===== config.mk =====
export PLATFORM = sky130hd
export DESIGN_NAME = mem_port_arbiter_flat
export DESIGN_NICKNAME = d
export VERILOG_FILES = /design/src/rtl/mem_port_arbiter_if.sv /design/src/rtl/mem_port_arbiter.sv /design/src/flat_wrapper.sv
export SDC_FILE = /design/constraint.sdc
export NUM_CORES = 1
export LEC_CHECK = 0
export ABC_AREA = 1
export CORE_AREA = 2 2 130 132
export DETAILED_ROUTE_END_ITERATION = 12
export DIE_AREA = 0 0 132 134
export PLACE_DENSITY = 0.73
export SYNTH_ARGS = -nofsm -noshare
export SYNTH_HDL_FRONTEND = slang
export SYNTH_SLANG_ARGS = --single-unit

===== constraint.sdc =====
create_clock -name clk -period 5.1 [get_ports clk]
set_input_delay 1.53 -clock clk [delete_from_list [all_inputs] [get_ports clk]]
set_output_delay 1.53 -clock clk [all_outputs]
set_load 0.02 [all_outputs]

===== src/rtl/mem_port_arbiter_if.sv =====
// Signal bundle between the memory port arbiter, its two requesters and the external memory bus.
// The arbiter uses the slave modport; the environment (requesters plus memory) uses master.
interface mem_port_arbiter_if;
   logic        if_req;
   logic [31:0] if_addr;
   logic        if_gnt;
   logic        if_rvalid;
   logic [31:0] if_rdata;
   logic        if_err;

   logic        ls_req;
   logic        ls_we;
   logic [31:0] ls_addr;
   logic [31:0] ls_wdata;
   logic [3:0]  ls_be;
   logic        ls_gnt;
   logic        ls_rvalid;
   logic [31:0] ls_rdata;
   logic        ls_err;

   logic        ext_req;
   logic        ext_we;
   logic [31:0] ext_addr;
   logic [31:0] ext_wdata;
   logic [3:0]  ext_be;
   logic        ext_ready;
   logic [31:0] ext_data_in;

   modport slave (
      input  if_req, if_addr, ls_req, ls_we, ls_addr, ls_wdata, ls_be, ext_ready, ext_data_in,
      output if_gnt, if_rvalid, if_rdata, if_err, ls_gnt, ls_rvalid, ls_rdata, ls_err,
             ext_req, ext_we, ext_addr, ext_wdata, ext_be
   );

   modport master (
      output if_req, if_addr, ls_req, ls_we, ls_addr, ls_wdata, ls_be, ext_ready, ext_data_in,
      input  if_gnt, if_rvalid, if_rdata, if_err, ls_gnt, ls_rvalid, ls_rdata, ls_err,
             ext_req, ext_we, ext_addr, ext_wdata, ext_be
   );
endinterface


===== src/rtl/mem_port_arbiter.sv =====
// Arbitrates the single external memory port between instruction fetch and load/store (LSU priority
// with a fetch starvation guard). Define MEM_ARB_TIMEOUT_EN to enable the hung-access watchdog.
module mem_port_arbiter #(
   parameter int unsigned MAX_LS_BURST   = 4,
   parameter int unsigned TIMEOUT_CYCLES = 16
) (
   input  logic              clk,
   input  logic              reset,
   mem_port_arbiter_if.slave bus
);
   localparam logic [31:0] NOP_INSN  = 32'h0000_0013;
   localparam logic [3:0]  BURST_MAX = 4'(MAX_LS_BURST);

   typedef enum logic [1:0] {IDLE, BUSY_IF, BUSY_LS} state_t;

   if (MAX_LS_BURST < 1 || MAX_LS_BURST > 15 || TIMEOUT_CYCLES < 2 || TIMEOUT_CYCLES > 255)
   begin : g_param_check
      $error("mem_port_arbiter: parameter out of range");
   end

   state_t      r_state;
   state_t      w_next;
   logic        w_grant_if;
   logic        w_grant_ls;
   logic        w_done;
   logic        w_abort;
   logic [3:0]  r_burst;
   logic        r_if_gnt, r_if_rvalid, r_ls_gnt, r_ls_rvalid;
   logic [31:0] r_if_rdata, r_ls_rdata;
   logic        r_ext_req, r_ext_we;
   logic [31:0] r_ext_addr, r_ext_wdata;
   logic [3:0]  r_ext_be;

   always_ff @(posedge clk or posedge reset) begin
      if (reset) r_state <= IDLE;
      else       r_state <= w_next;
   end

   // LSU wins a tie unless it has already taken BURST_MAX grants in a row past a waiting fetch
   always_comb begin
      w_next     = r_state;
      w_grant_if = 1'b0;
      w_grant_ls = 1'b0;
      w_done     = 1'b0;
      case (r_state)
         IDLE: begin
            if (bus.ls_req && !(bus.if_req && r_burst == BURST_MAX)) begin
               w_grant_ls = 1'b1;
               w_next     = BUSY_LS;
            end else if (bus.if_req) begin
               w_grant_if = 1'b1;
               w_next     = BUSY_IF;
            end
         end
         BUSY_IF, BUSY_LS: begin
            if (bus.ext_ready || w_abort) begin
               w_done = 1'b1;
               w_next = IDLE;
            end
         end
         default: w_next = IDLE;
      endcase
   end

   always_ff @(posedge clk or posedge reset) begin
      if (reset) begin
         r_burst     <= 4'd0;
         r_if_gnt    <= 1'b0;
         r_ls_gnt    <= 1'b0;
         r_if_rvalid <= 1'b0;
         r_ls_rvalid <= 1'b0;
         r_if_rdata  <= NOP_INSN;
         r_ls_rdata  <= 32'd0;
         r_ext_req   <= 1'b0;
         r_ext_we    <= 1'b0;
         r_ext_addr  <= 32'd0;
         r_ext_wdata <= 32'd0;
         r_ext_be    <= 4'd0;
      end else begin
         r_if_gnt    <= w_grant_if;
         r_ls_gnt    <= w_grant_ls;
         r_if_rvalid <= w_done && (r_state == BUSY_IF);
         r_ls_rvalid <= w_done && (r_state == BUSY_LS);

         if (w_grant_if) begin
            r_burst <= 4'd0;
         end else if (w_grant_ls) begin
            if (!bus.if_req)              r_burst <= 4'd0;
            else if (r_burst != BURST_MAX) r_burst <= r_burst + 4'd1;
         end

         // Bus payload is captured on grant and held untouched until completion
         if (w_grant_if) begin
            r_ext_req   <= 1'b1;
            r_ext_we    <= 1'b0;
            r_ext_be    <= 4'hF;
            r_ext_wdata <= 32'd0;
            r_ext_addr  <= {bus.if_addr[31:2], 2'b00};
         end else if (w_grant_ls) begin
            r_ext_req   <= 1'b1;
            r_ext_we    <= bus.ls_we;
            r_ext_be    <= bus.ls_be;
            r_ext_wdata <= bus.ls_wdata;
            r_ext_addr  <= {bus.ls_addr[31:2], 2'b00};
         end else if (w_done) begin
            r_ext_req   <= 1'b0;
            r_ext_we    <= 1'b0;
            r_ext_be    <= 4'd0;
            r_ext_wdata <= 32'd0;
         end

         if (w_done && r_state == BUSY_IF)
            r_if_rdata <= w_abort ? NOP_INSN : bus.ext_data_in;
         if (w_done && r_state == BUSY_LS && (w_abort || !r_ext_we))
            r_ls_rdata <= w_abort ? 32'd0 : bus.ext_data_in;
      end
   end

`ifdef MEM_ARB_TIMEOUT_EN
   localparam logic [7:0] TO_LAST = 8'(TIMEOUT_CYCLES - 1);

   logic [7:0] r_to_cnt;
   logic       r_if_err, r_ls_err;

   // A ready in the limit cycle still completes normally
   assign w_abort = (r_state != IDLE) && !bus.ext_ready && (r_to_cnt == TO_LAST);

   always_ff @(posedge clk or posedge reset) begin
      if (reset) begin
         r_to_cnt <= 8'd0;
         r_if_err <= 1'b0;
         r_ls_err <= 1'b0;
      end else begin
         r_if_err <= w_abort && (r_state == BUSY_IF);
         r_ls_err <= w_abort && (r_state == BUSY_LS);
         if (w_grant_if || w_grant_ls)
            r_to_cnt <= 8'd0;
         else if (r_state != IDLE && !bus.ext_ready)
            r_to_cnt <= r_to_cnt + 8'd1;
      end
   end

   assign bus.if_err = r_if_err;
   assign bus.ls_err = r_ls_err;
`else
   assign w_abort    = 1'b0;
   assign bus.if_err = 1'b0;
   assign bus.ls_err = 1'b0;
`endif

   assign bus.if_gnt    = r_if_gnt;
   assign bus.if_rvalid = r_if_rvalid;
   assign bus.if_rdata  = r_if_rdata;
   assign bus.ls_gnt    = r_ls_gnt;
   assign bus.ls_rvalid = r_ls_rvalid;
   assign bus.ls_rdata  = r_ls_rdata;
   assign bus.ext_req   = r_ext_req;
   assign bus.ext_we    = r_ext_we;
   assign bus.ext_addr  = r_ext_addr;
   assign bus.ext_wdata = r_ext_wdata;
   assign bus.ext_be    = r_ext_be;
endmodule


===== src/flat_wrapper.sv =====
// flat-port wrapper written by rule: the top's interface ports become plain ports
module mem_port_arbiter_flat 
#(
   parameter int unsigned MAX_LS_BURST   = 4,
   parameter int unsigned TIMEOUT_CYCLES = 16
)
  (clk, reset, bus_if_req, bus_if_addr, bus_ls_req, bus_ls_we, bus_ls_addr, bus_ls_wdata, bus_ls_be, bus_ext_ready, bus_ext_data_in, bus_if_gnt, bus_if_rvalid, bus_if_rdata, bus_if_err, bus_ls_gnt, bus_ls_rvalid, bus_ls_rdata, bus_ls_err, bus_ext_req, bus_ext_we, bus_ext_addr, bus_ext_wdata, bus_ext_be);
  mem_port_arbiter_if bus_i ();
  input  logic clk;
  input  logic reset;
  input wire logic [$bits(bus_i.if_req)-1:0] bus_if_req;
  input wire logic [$bits(bus_i.if_addr)-1:0] bus_if_addr;
  input wire logic [$bits(bus_i.ls_req)-1:0] bus_ls_req;
  input wire logic [$bits(bus_i.ls_we)-1:0] bus_ls_we;
  input wire logic [$bits(bus_i.ls_addr)-1:0] bus_ls_addr;
  input wire logic [$bits(bus_i.ls_wdata)-1:0] bus_ls_wdata;
  input wire logic [$bits(bus_i.ls_be)-1:0] bus_ls_be;
  input wire logic [$bits(bus_i.ext_ready)-1:0] bus_ext_ready;
  input wire logic [$bits(bus_i.ext_data_in)-1:0] bus_ext_data_in;
  output wire logic [$bits(bus_i.if_gnt)-1:0] bus_if_gnt;
  output wire logic [$bits(bus_i.if_rvalid)-1:0] bus_if_rvalid;
  output wire logic [$bits(bus_i.if_rdata)-1:0] bus_if_rdata;
  output wire logic [$bits(bus_i.if_err)-1:0] bus_if_err;
  output wire logic [$bits(bus_i.ls_gnt)-1:0] bus_ls_gnt;
  output wire logic [$bits(bus_i.ls_rvalid)-1:0] bus_ls_rvalid;
  output wire logic [$bits(bus_i.ls_rdata)-1:0] bus_ls_rdata;
  output wire logic [$bits(bus_i.ls_err)-1:0] bus_ls_err;
  output wire logic [$bits(bus_i.ext_req)-1:0] bus_ext_req;
  output wire logic [$bits(bus_i.ext_we)-1:0] bus_ext_we;
  output wire logic [$bits(bus_i.ext_addr)-1:0] bus_ext_addr;
  output wire logic [$bits(bus_i.ext_wdata)-1:0] bus_ext_wdata;
  output wire logic [$bits(bus_i.ext_be)-1:0] bus_ext_be;
  assign bus_i.if_req = bus_if_req;
  assign bus_i.if_addr = bus_if_addr;
  assign bus_i.ls_req = bus_ls_req;
  assign bus_i.ls_we = bus_ls_we;
  assign bus_i.ls_addr = bus_ls_addr;
  assign bus_i.ls_wdata = bus_ls_wdata;
  assign bus_i.ls_be = bus_ls_be;
  assign bus_i.ext_ready = bus_ext_ready;
  assign bus_i.ext_data_in = bus_ext_data_in;
  assign bus_if_gnt = bus_i.if_gnt;
  assign bus_if_rvalid = bus_i.if_rvalid;
  assign bus_if_rdata = bus_i.if_rdata;
  assign bus_if_err = bus_i.if_err;
  assign bus_ls_gnt = bus_i.ls_gnt;
  assign bus_ls_rvalid = bus_i.ls_rvalid;
  assign bus_ls_rdata = bus_i.ls_rdata;
  assign bus_ls_err = bus_i.ls_err;
  assign bus_ext_req = bus_i.ext_req;
  assign bus_ext_we = bus_i.ext_we;
  assign bus_ext_addr = bus_i.ext_addr;
  assign bus_ext_wdata = bus_i.ext_wdata;
  assign bus_ext_be = bus_i.ext_be;
  mem_port_arbiter #(.MAX_LS_BURST(MAX_LS_BURST), .TIMEOUT_CYCLES(TIMEOUT_CYCLES)) u_core (.clk(clk), .reset(reset), .bus(bus_i));
endmodule

Word-level counts from Yosys, hierarchy flattened
Cells that the tools add are included.
- register bits after elaboration: 144
- latch bits: 0
- bits in writable memories: 0
- bits in read-only memories: 0
- input port bits: 138
- output and inout port bits: 140
- logic and storage cells: 62
- memories: 0
- $add $sub $neg: 1
- $mul: 0
- div/mod/pow operators: 0
- magnitude comparators: 0
- equal/unequal tests: 7
- shift-type cells: 0
- mux-type cells: 28
- bitwise logic cells: 0
- reductions and logical operators: 13
- operator list (cell ; number):
    2-to-1 mux 32 bit ; 5
    2-to-1 mux 4 bit ; 7
    2-to-1 mux 1 bit ; 12
    2-to-1 mux 2 bit ; 3
    logical AND 1 bit ; 5
    adder 4 x 1 -> 4 bit (second input constant) ; 1
    == test 4 x 3 -> 1 bit (second input constant) ; 1
    inequality test 4 x 3 -> 1 bit (second input constant) ; 1
    one-hot mux 2 bit (2 select lines) ; 1
    AND reduction 2 bit ; 2
    inequality test 3 x 1 -> 1 bit (second input constant) ; 1
    inequality test 3 x 2 -> 1 bit (second input constant) ; 1
    nonzero test 3 bit ; 1
    == test 2 x 1 -> 1 bit (second input constant) ; 1
    == test 2 bit (second input constant) ; 1
    zero test 1 bit ; 2
    zero test 2 bit ; 1
    inequality test 2 bit (second input constant) ; 1
    nonzero test 2 bit ; 1
    OR reduction 2 bit ; 1

Depth between registers and ports, before layout
Gate-level depths: netlist of the first run.
- depth after elaboration: 8
- gate-level depth with buffers: 10
- mapped depth without buffers: 9

Worst setup path after synthesis of the first run
OpenSTA, ideal clock, no wires.
- path type: in2reg
- from: in bus_if_req
- to: reg u_core.r_ext_we (netlist: u_core.bus.ext_we)
- setup time: 0.065 ns
- data arrival time: 2.380 ns
- setup slack: 2.656 ns
- cell stages on the path: 7
- buffers on the path: 2
- path through: buf_2 -> o21ai_4 -> inv_2 -> nor2_8 -> buf_6 -> nand2_1 -> nand2_1
- cells in the longest elaborated chain, start to end: 7
- elaborated cells between the ends (all ways): 11
- ends and longest elaborated chain (element ; RTL line ; RTL):
    from (decl) ; flat_wrapper.sv:11 ; input wire logic [$bits(bus_i.if_req)-1:0] bus_if_req;
    logical AND 1 bit ; mem_port_arbiter.sv:47 ; if (bus.ls_req && !(bus.if_req && r_burst == BURST_MAX)) begin
    zero test 1 bit ; mem_port_arbiter.sv:47 ;
    logical AND 1 bit ; mem_port_arbiter.sv:47 ;
    2-to-1 mux 1 bit ; mem_port_arbiter.sv:47 ;
    2-to-1 mux 1 bit ; mem_port_arbiter.sv:45 ; case (r_state)
    2-to-1 mux 1 bit ; mem_port_arbiter.sv:99 ; end else if (w_grant_ls) begin
    2-to-1 mux 1 bit ; mem_port_arbiter.sv:93 ; if (w_grant_if) begin
    to (signal assigned) ; mem_port_arbiter.sv:101 ; r_ext_we <= bus.ls_we;
    to (decl) ; mem_port_arbiter.sv:30 ; logic r_ext_req, r_ext_we;
Parallel ways exist; a longest one is shown, timed or not.
A chain may end at the register's enable or synchronous reset.

Worst setup path in the final report of the first run
- from: in bus_if_req
- to: reg u_core.r_ext_be[0] (netlist: u_core.bus.ext_be[0])
- cells in the longest elaborated chain, start to end: 7
- elaborated cells between the ends (all ways): 11
- ends and longest elaborated chain (element ; RTL line ; RTL):
    logical AND 1 bit ; mem_port_arbiter.sv:47 ;
    zero test 1 bit ; mem_port_arbiter.sv:47 ;
    logical AND 1 bit ; mem_port_arbiter.sv:47 ;
    2-to-1 mux 1 bit ; mem_port_arbiter.sv:47 ;
    2-to-1 mux 1 bit ; mem_port_arbiter.sv:45 ;
    2-to-1 mux 4 bit ; mem_port_arbiter.sv:99 ;
    2-to-1 mux 4 bit ; mem_port_arbiter.sv:93 ;
    to (signal assigned) ; mem_port_arbiter.sv:102 ; r_ext_be <= bus.ls_be;
    to (decl) ; mem_port_arbiter.sv:32 ; logic [3:0] r_ext_be;
Parallel ways exist; a longest one is shown, timed or not.

==> impl_metrics.json, run 1 <==
{
  "outcome": "finished, final reports clean",
  "antenna_found_initial": 0,
  "cts-hold-fix-buffers": 0,
  "synth_top_area_share": 0.574,
  "finalSetupViolCount": 0,
  "whs_ns": 0.477,
  "io_pins": 278,
  "place.gp.congestion": 0.768,
  "grt_pass1_vias": 5134,
  "start_kind": "input pin",
  "vdd_drop_max_mv": 0.253,
  "area.growth.synth_to_final_pct": 56.1,
  "wl_mm": 16.7,
  "initial_core_util": 0.372,
  "path_clk_slew_ns": 0.06,
  "drc": 0,
  "die_y_um": 134,
  "post-dp-hpwl_mm": 11.5,
  "hold_violations": 0,
  "grt_use_total": 0.191,
  "netlist_top_cells_area": "dfrtp_1, nand2_1, nand4_1, o21ai_0, inv_1",
  "row_count": 47,
  "crit_path_end_kind": "register",
  "synth_ff_type": "dfrtp_1",
  "max_clock_freq_mhz": 298,
  "rsz0062_at_grt": "no",
  "wl_per_cell_um": 14.2,
  "syn_avg_cell_area_um2": 8.69,
  "final_cells": 1179,
  "ys_warn_count": 0,
  "ant_nets": 0,
  "grt_pass1_wl_mm": 27.0,
  "cpPeakStageDelay_ns": 0.71,
  "pwr_density_cell_nw_per_um2": 625,
  "cts_root_buf": "clkbuf_16",
  "dp_slack_ns": 1.28,
  "cts.sinks": 142,
  "fin_ws_ns": 1.74,
  "fin_nets": 1089,
  "ys_seq_area_frac": 0.587,
  "ys_ff_latch": 142,
  "synth_area_um2": 6060,
  "grt_max_degree": 81,
  "cts_tree": "built",
  "diodes": 0,
  "crit_arrival_ns": 3.70,
  "drt-pass1-iter-count": 4,
  "port_buffers": 269,
  "synth_area_leader_cell": "dfrtp_1",
  "worstPathRequired_ns": 5.44,
  "yosysMostFrequentCell": "nand2_1",
  "clkLatencyLatePin_ns": 0.41,
  "drv_slew": 0,
  "period_minus_slack_ns": 3.36,
  "die_w_um": 132,
  "dpl.cell_count": 1147,
  "slowest_stage": "nand2_2",
  "cts-resized-gates": 0,
  "cts.path.max_buffers": 2,
  "min_period_over_period": 0.659,
  "power.leakage_uw": 0.00458,
  "drive_above_1_share": 0.0532,
  "n_fill_cell": 1480,
  "synth_common_cells": "nand2_1, dfrtp_1, inv_1",
  "setup_tns_ns": 0,
  "h-tree-depth": 4,
  "viasPerCell": 4.59,
  "worst_pin_slew_ns": 1.03,
  "fin_worst_skew_ns": 0.00649,
  "synth_cells": 697,
  "finish.utilization": 0.581,
  "crit_chain": "clkdlybuf4s50_1 > nand2_1 > inv_1 > nand2_2 > nand2_2 > nand3_1 > nand3_1",
  "cts_made_buffers": 17,
  "slew_headroom": 0.312,
  "drt_iter0_drc": 266,
  "cts_setup_buffers": 0,
  "worstHoldPathType": "register to register",
  "path_max_fanout": 36,
  "async_flop_share": 1.00,
  "crit_type": "input pin to register",
  "vias": 5416,
  "die_area_um2": 17700,
  "overflow": 0,
  "synth_edf_count": 0,
  "ys_types": 22,
  "fp.coreArea_um2": 16300,
  "max_cap_viol_count": 0
}
==> per-layer routing <==
layer | routed length, um | vias to the layer above | GRT usage
li1 | - | 2693 | -
met1 | 7190 | 2546 | 0.245
met2 | 8380 | 168 | 0.321
met3 | 1030 | 9 | 0.0525
met4 | 148 | 0 | 0.0519
met5 | 0 | - | 0
==> final timing paths <==
path	from	to	slack [ns]	cells after the start
min	u_core.bus.ext_wdata[31]$_DFFE_PP0P_	u_core.bus.ext_wdata[31]$_DFFE_PP0P_	0.48	2
max reg2reg	u_core.r_burst[0]$_DFFE_PP0P_	u_core.bus.ext_be[0]$_DFFE_PP0P_	2.63	8
min in group asynchronous	reset	u_core.bus.ls_rdata[21]$_DFFE_PP0P_	1.54	2
min reg2reg	u_core.bus.ext_wdata[31]$_DFFE_PP0P_	u_core.bus.ext_wdata[31]$_DFFE_PP0P_	0.48	2
max	bus_if_req	u_core.bus.ext_be[0]$_DFFE_PP0P_	1.74	7
max in group asynchronous	reset	u_core.bus.ext_addr[26]$_DFFE_PP0P_	2.67	3
==> layout by cell type (no fill, tap or decap), drive strengths merged <==
master           n
nand3b           1
nand2          274
bufinv           2
ha               5
buf              6
nand4           64
inv             80
clkdlybuf4s50  269
dfstp            3
xnor2            1
conb             4
o21ai           73
nor2             2
clkinv           4
nand3            6
dfrtp          139
xor2             1
clkbuf          20
clkinvlp         5
==> area by class of cell <==
cell class                      count  area, um^2  share of cell area
Sequential cell                   142        3560               0.376
Timing Repair Buffer              275        2750               0.291
Multi-Input combinational cell    431        1970               0.209
Clock buffer                       20         467              0.0493
Inverter                           79         300              0.0317
Tap cell                          220         275              0.0291
Clock inverter                     12         135              0.0143
==> sequential cells by signal, indices dropped and copies added, names as in the netlist, 2 cells and up <==
name                  count
u_core.bus.ext_addr      30
u_core.bus.if_rdata      32
u_core.bus.ls_rdata      32
u_core.r_state            2
u_core.r_burst            4
u_core.bus.ext_wdata     32
u_core.bus.ext_be         4
==> critical path, delay by kind of cell <==
family / cells / cell delay (ns)
buf+inv: 2 / 0.53
simple gates: 5 / 1.61
==> kinds of logic after synthesis <==
logic type / count (synthesis) / synth area share
AOI/OAI and AO/OA: 73 / 0.0622
xor gates and xnor gates: 2 / 0.00289
adders and majority gates: 5 / 0.0103
buffers and inverters: 127 / 0.0902
DFF: 142 / 0.587
other: 1 / 0.000619
and+or+nand+nor: 347 / 0.247
==> power breakdown <==
group	leakage [uW]	switching [uW]	internal [uW]
registers	0.00179	275	1640
logic	0.00251	1540	1220
clock network	0.000285	477	762
==> through the flow <==
step | cell area [um^2] | total power [uW]
6_report | 9460 | 5910
3_3_place_gp | 8860 | 4660
3_5_place_dp | 8860 | 4710
5_1_grt | 9460 | 6290
2_1_floorplan | 6070 | 3390
4_1_cts | 9460 | 5980
Note: power is estimated with default switching activity, not from simulation.
==> run 2, diff against run 1 <==
--- a/config.mk
+++ b/config.mk
@@ -6,10 +6,10 @@
 export NUM_CORES = 1
 export LEC_CHECK = 0
 export ABC_AREA = 1
-export CORE_AREA = 2 2 130 132
+export CORE_AREA = 2 2 124 126
 export DETAILED_ROUTE_END_ITERATION = 12
-export DIE_AREA = 0 0 132 134
-export PLACE_DENSITY = 0.73
+export DIE_AREA = 0 0 126 128
+export PLACE_DENSITY = 0.77
 export SYNTH_ARGS = -nofsm -noshare
 export SYNTH_HDL_FRONTEND = slang
 export SYNTH_SLANG_ARGS = --single-unit
==> constraint.sdc (replaced) <==
create_clock -name clk -period 3.3 [get_ports clk]
set_input_delay 0.99 -clock clk [delete_from_list [all_inputs] [get_ports clk]]
set_output_delay 0.99 -clock clk [all_outputs]
set_load 0.02 [all_outputs]
==> impl_metrics.json, run 2 (same netlist as run 1, synthesis figures left out) <==
{
  "outcome": "finished, final reports clean",
  "finalPower_uw": 9180,
  "worstPathRequired_ns": 2.31,
  "cts-resized-gates": 0,
  "vias": 5524,
  "grt_use_total": 0.208,
  "cts_setup_buffers": 0,
  "area.growth.synth_to_final_pct": 56.4,
  "cpPeakStageDelay_ns": 0.62,
  "worst_pin_slew_ns": 0.584,
  "worstHoldPathType": "register to register",
  "ant_nets": 0,
  "max_clock_freq_mhz": 394,
  "cts_root_buf": "clkbuf_16",
  "cts_tree": "built",
  "critPathTopFamily": "buffers and inverters",
  "wl_mm": 16.8,
  "fin_ws_ns": 0.759,
  "slew_headroom": 0.611,
  "die_area_um2": 16100,
  "grt_max_degree": 77,
  "fin_worst_skew_ns": 0.00751,
  "finalSetupViolCount": 0,
  "place.gp.congestion": 0.773,
  "drt_iter0_drc": 356,
  "slowest_stage": "clkdlybuf4s50_1",
  "period_minus_slack_ns": 2.54,
  "setup_tns_ns": 0,
  "port_buffers": 269,
  "rsz0062_at_grt": "no",
  "row_count": 45,
  "h-tree-depth": 4,
  "final_cell_mix": "nand2_1, clkdlybuf4s50_1, dfrtp_1",
  "crit_buf_inv": 1,
  "min_period_over_period": 0.770,
  "fp.coreArea_um2": 14900,
  "r2r_end": "u_core.bus.ext_wdata[4]$_DFFE_PP0P_",
  "stdcell_area_um2": 9480,
  "viasPerCell": 4.78,
  "crit_arrival_ns": 1.55,
  "antenna_found_initial": 1,
  "fin_nets": 1096,
  "drive_above_1_share": 0.0569,
  "crit_chain": "clkdlybuf4s50_1",
  "crit_path_end_kind": "primary output",
  "hold-path-endpoint": "u_core.bus.ext_wdata[27]$_DFFE_PP0P_",
  "io_pins": 278,
  "path_clk_slew_ns": 0.05,
  "path_max_fanout": 2,
  "start_kind": "register",
  "overflow": 0,
  "drt-pass1-iter-count": 5,
  "r2r_cells": 6,
  "hp-start": "u_core.bus.ext_wdata[27]$_DFFE_PP0P_",
  "dp_slack_ns": 0.596,
  "vdd_drop_max_mv": 0.383,
  "n_fill_cell": 1264,
  "cts_made_buffers": 17,
  "grt_pass1_vias": 5359,
  "hold_violations": 0,
  "critical_path_depth": 1,
  "grt_pass1_wl_mm": 26.8,
  "drv_slew": 0,
  "r2r_setup_slack_ns": 1.36,
  "postPlaceCellArea_um2": 8880,
  "r2r-start": "u_core.r_state[0]$_DFFE_PP0P_",
  "cts.path.max_buffers": 2,
  "cts.sinks": 142,
  "drc": 0,
  "die_w_um": 126,
  "power.leakage_uw": 0.00462,
  "crit_type": "register to primary output",
  "initial_core_util": 0.408,
  "cts-hold-fix-buffers": 0,
  "die_y_um": 128,
  "clkLatencyLatePin_ns": 0.41,
  "pwr_density_cell_nw_per_um2": 968,
  "layout_commonest_cell": "nand2_1",
  "post-dp-hpwl_mm": 11.6,
  "wl_per_cell_um": 14.5,
  "worstHoldPathCells": 2,
  "max_cap_viol_count": 0
}
[run 2: cell count changes in the layout (fill, tap and decap cells not counted)]
cell        previous run  this run
bufinv_16              2         3
clkinv_2               2         4
buf_4                  5        11
clkinvlp_4             5         2
inv_6                  2         1
clkbuf_1               0         3
diode_2                0         1
clkbuf_8               3         1
buf_12                 1         2
[run 2: worst max-delay path by stage]
| stage | from | slack [ns] | endpoint |
|---|---|---|---|
| final | u_core.bus.if_rdata[0]$_DFFE_PP1P_ | 0.76 | bus_if_rdata[0] |
| after global routing | u_core.bus.if_rdata[1]$_DFFE_PP1P_ | 0.71 | bus_if_rdata[1] |
| after CTS | u_core.bus.if_rdata[0]$_DFFE_PP1P_ | 0.73 | bus_if_rdata[0] |
| after detailed placement | bus_if_req | 0.60 | u_core.bus.ext_wdata[4]$_DFFE_PP0P_ |
| after global placement | bus_if_req | 0.65 | u_core.bus.ext_wdata[9]$_DFFE_PP0P_ |
| after floorplan | reset | 0.54 | u_core.bus.ext_addr[10]$_DFFE_PP0P_ |
[run 2: final cells by class]
class | count | area [um^2] | share of cell area
Multi-Input combinational cell | 431 | 1970 | 0.208
Antenna cell | 1 | 2.50 | 0.000264
Inverter | 79 | 300 | 0.0317
Timing Repair Buffer | 282 | 2820 | 0.297
Sequential cell | 142 | 3560 | 0.375
Tap cell | 188 | 235 | 0.0248
Clock inverter | 11 | 144 | 0.0152
Clock buffer | 21 | 450 | 0.0475
[run 2: power by group]
group / total [uW] / switching, uW / leakage [uW] / internal, uW
logic: 4300 / 2390 / 0.00254 / 1900
clock network: 1930 / 721 / 0.000291 / 1210
registers: 2950 / 416 / 0.00179 / 2540
[run 2: layer usage]
| layer | part of all wire | routed length (um) | track usage |
|---|---|---|---|
| met1 | 0.41 | 6880 | 0.245 |
| met2 | 0.49 | 8240 | 0.348 |
| met3 | 0.072 | 1200 | 0.0651 |
| met4 | 0.028 | 471 | 0.0976 |
| met5 | 0 | 0 | 0 |
[run 2: through the flow]
step                hold slack [ns]   util  cells
finish                        0.475  0.638   1155
global route                  0.499  0.638   1155
CTS                           0.481  0.638   1154
detailed placement            0.465  0.598   1122
global placement              0.461  0.598   1122
floorplan                     0.478      -    700
==> run 3, diff against run 2 <==
==> constraint.sdc (replaced) <==
create_clock -name clk -period 2.4 [get_ports clk]
set_input_delay 0.72 -clock clk [delete_from_list [all_inputs] [get_ports clk]]
set_output_delay 0.72 -clock clk [all_outputs]
set_load 0.02 [all_outputs]
==> impl_metrics.json, run 3 (same netlist as run 1, synthesis figures left out) <==
{
  "cts_setup_buffers": 0,
  "outcome": "finished, final reports clean",
  "post-dp-hpwl_mm": 12.0,
  "met3_usage": 0.0555,
  "io_pins": 278,
  "p_sw_uw": 4950,
  "initial_core_util": 0.408,
  "combPwrFrac": 0.467,
  "port_buffers": 269,
  "top_usage_layer": "met2",
  "clkPwrFrac": 0.218,
  "crit_type": "register to primary output",
  "cts-resized-gates": 0,
  "whs_ns": 0.480,
  "period_minus_slack_ns": 2.27,
  "use_met2": 0.358,
  "critPathTopFamily": "buffers and inverters",
  "crit_chain": "clkdlybuf4s50_1",
  "path_max_fanout": 2,
  "p_int_uw": 7970,
  "fin_worst_skew_ns": 0.00734,
  "die_area_um2": 16100,
  "cts.sinks": 142,
  "h-tree-depth": 4,
  "overflow": 0,
  "cts_made_buffers": 17,
  "drc": 0,
  "cts_root_buf": "clkbuf_16",
  "finalSetupViolCount": 0,
  "power.leakage_uw": 0.00471,
  "grt_max_degree": 66,
  "die_y_um": 128,
  "n_fill_cell": 1235,
  "rsz0062_at_grt": "no",
  "crit_path_end_kind": "primary output",
  "grt_pass1_wl_mm": 27.3,
  "drt-pass1-iter-count": 4,
  "row_count": 45,
  "diodes": 0,
  "use_met1": 0.261,
  "max_clock_freq_mhz": 440,
  "clkLatencyLatePin_ns": 0.42,
  "viasPerCell": 4.80,
  "wl_per_cell_um": 14.5,
  "cpPeakStageDelay_ns": 0.62,
  "grt_pass1_vias": 5444,
  "final_cell_mix": "nand2_1, clkdlybuf4s50_1, dfrtp_1",
  "min_period_over_period": 0.947,
  "drt_iter0_drc": 292,
  "crit_buf_inv": 1,
  "layout_commonest_cell": "nand2_1",
  "wl_mm": 16.9,
  "slowest_stage": "clkdlybuf4s50_1",
  "grt_use_total": 0.212,
  "worstPathRequired_ns": 1.68,
  "area.growth.synth_to_final_pct": 59.3,
  "hold_violations": 0,
  "worstHoldPathType": "register to register",
  "path_clk_slew_ns": 0.06,
  "pwr_density_cell_nw_per_um2": 1340,
  "fp.coreArea_um2": 14900,
  "start_kind": "register",
  "drive_above_1_share": 0.0697,
  "drv_slew": 0,
  "cts-hold-fix-buffers": 0,
  "ant_nets": 0,
  "max_cap_viol_count": 0,
  "crit_arrival_ns": 1.55,
  "vdd_drop_max_mv": 0.569,
  "place.gp.congestion": 0.780,
  "die_w_um": 126,
  "fin_nets": 1106,
  "seqPwrFrac": 0.315,
  "vias": 5586,
  "antenna_found_initial": 0,
  "cts.path.max_buffers": 2,
  "cts_tree": "built",
  "p_sw_frac": 0.383,
  "setup_tns_ns": 0
}
run 3: layout make-up:
cell class / instances / area, um^2 / share of cell area
clock buffer: 17 / 425 / 0.0441
inverter: 79 / 300 / 0.0311
multi-input combinational: 431 / 1970 / 0.204
clock inverter: 15 / 210 / 0.0218
tap: 188 / 235 / 0.0244
timing repair buffer: 292 / 2950 / 0.306
sequential: 142 / 3560 / 0.368
run 3: worst paths after layout:
path / endpoint / start / slack [ns] / cells after the start
max reg2reg: u_core.bus.if_rdata[5]$_DFFE_PP0P_ / u_core.r_state[1]$_DFFE_PP0P_ / 0.77 / 7
min reg2reg: u_core.bus.ext_wdata[30]$_DFFE_PP0P_ / u_core.bus.ext_wdata[30]$_DFFE_PP0P_ / 0.48 / 2
max in group asynchronous: u_core.bus.if_rdata[1]$_DFFE_PP1P_ / reset / 1.12 / 3
min in group asynchronous: u_core.bus.if_rvalid$_DFF_PP0_ / reset / 0.62 / 2
max: bus_if_rdata[1] / u_core.bus.if_rdata[1]$_DFFE_PP1P_ / 0.13 / 1
min: u_core.bus.ext_wdata[30]$_DFFE_PP0P_ / u_core.bus.ext_wdata[30]$_DFFE_PP0P_ / 0.48 / 2
run 3: power groups by stage:
stage / clock network, uW / logic [uW] / registers, uW
after CTS: 2860 / 6110 / 4070
after global placement: 0 / 6000 / 4050
final: 2820 / 6030 / 4070
after floorplan: 0 / 1850 / 5360
after detailed placement: 0 / 6090 / 4090
after global routing: 2970 / 6550 / 4210
run 3: layer usage:
metal / wire, um / up-vias / share of wire
li1: - / 2737 / -
met1: 7030 / 2594 / 0.42
met2: 8370 / 222 / 0.50
met3: 1130 / 33 / 0.067
met4: 371 / 0 / 0.022
met5: 0 / - / 0
run 3: per-stage QoR:
stage | total power [uW] | cells | instance area [um^2] | worst slack, ns | util
global placement | 10100 | 1132 | 9020 | 0.209 | 0.607
finish | 12900 | 1164 | 9660 | 0.126 | 0.650
global route | 13700 | 1164 | 9660 | 0.0892 | 0.650
floorplan | 7210 | 700 | 6070 | -0.0946 | -
CTS | 13000 | 1164 | 9660 | 0.0961 | 0.650
detailed placement | 10200 | 1132 | 9020 | 0.196 | 0.607
run 3: worst min-delay path, stage by stage, from the launching register on:
cell     delay, ns
dfrtp_1       0.34
nand2_1       0.06
nand2_1       0.05
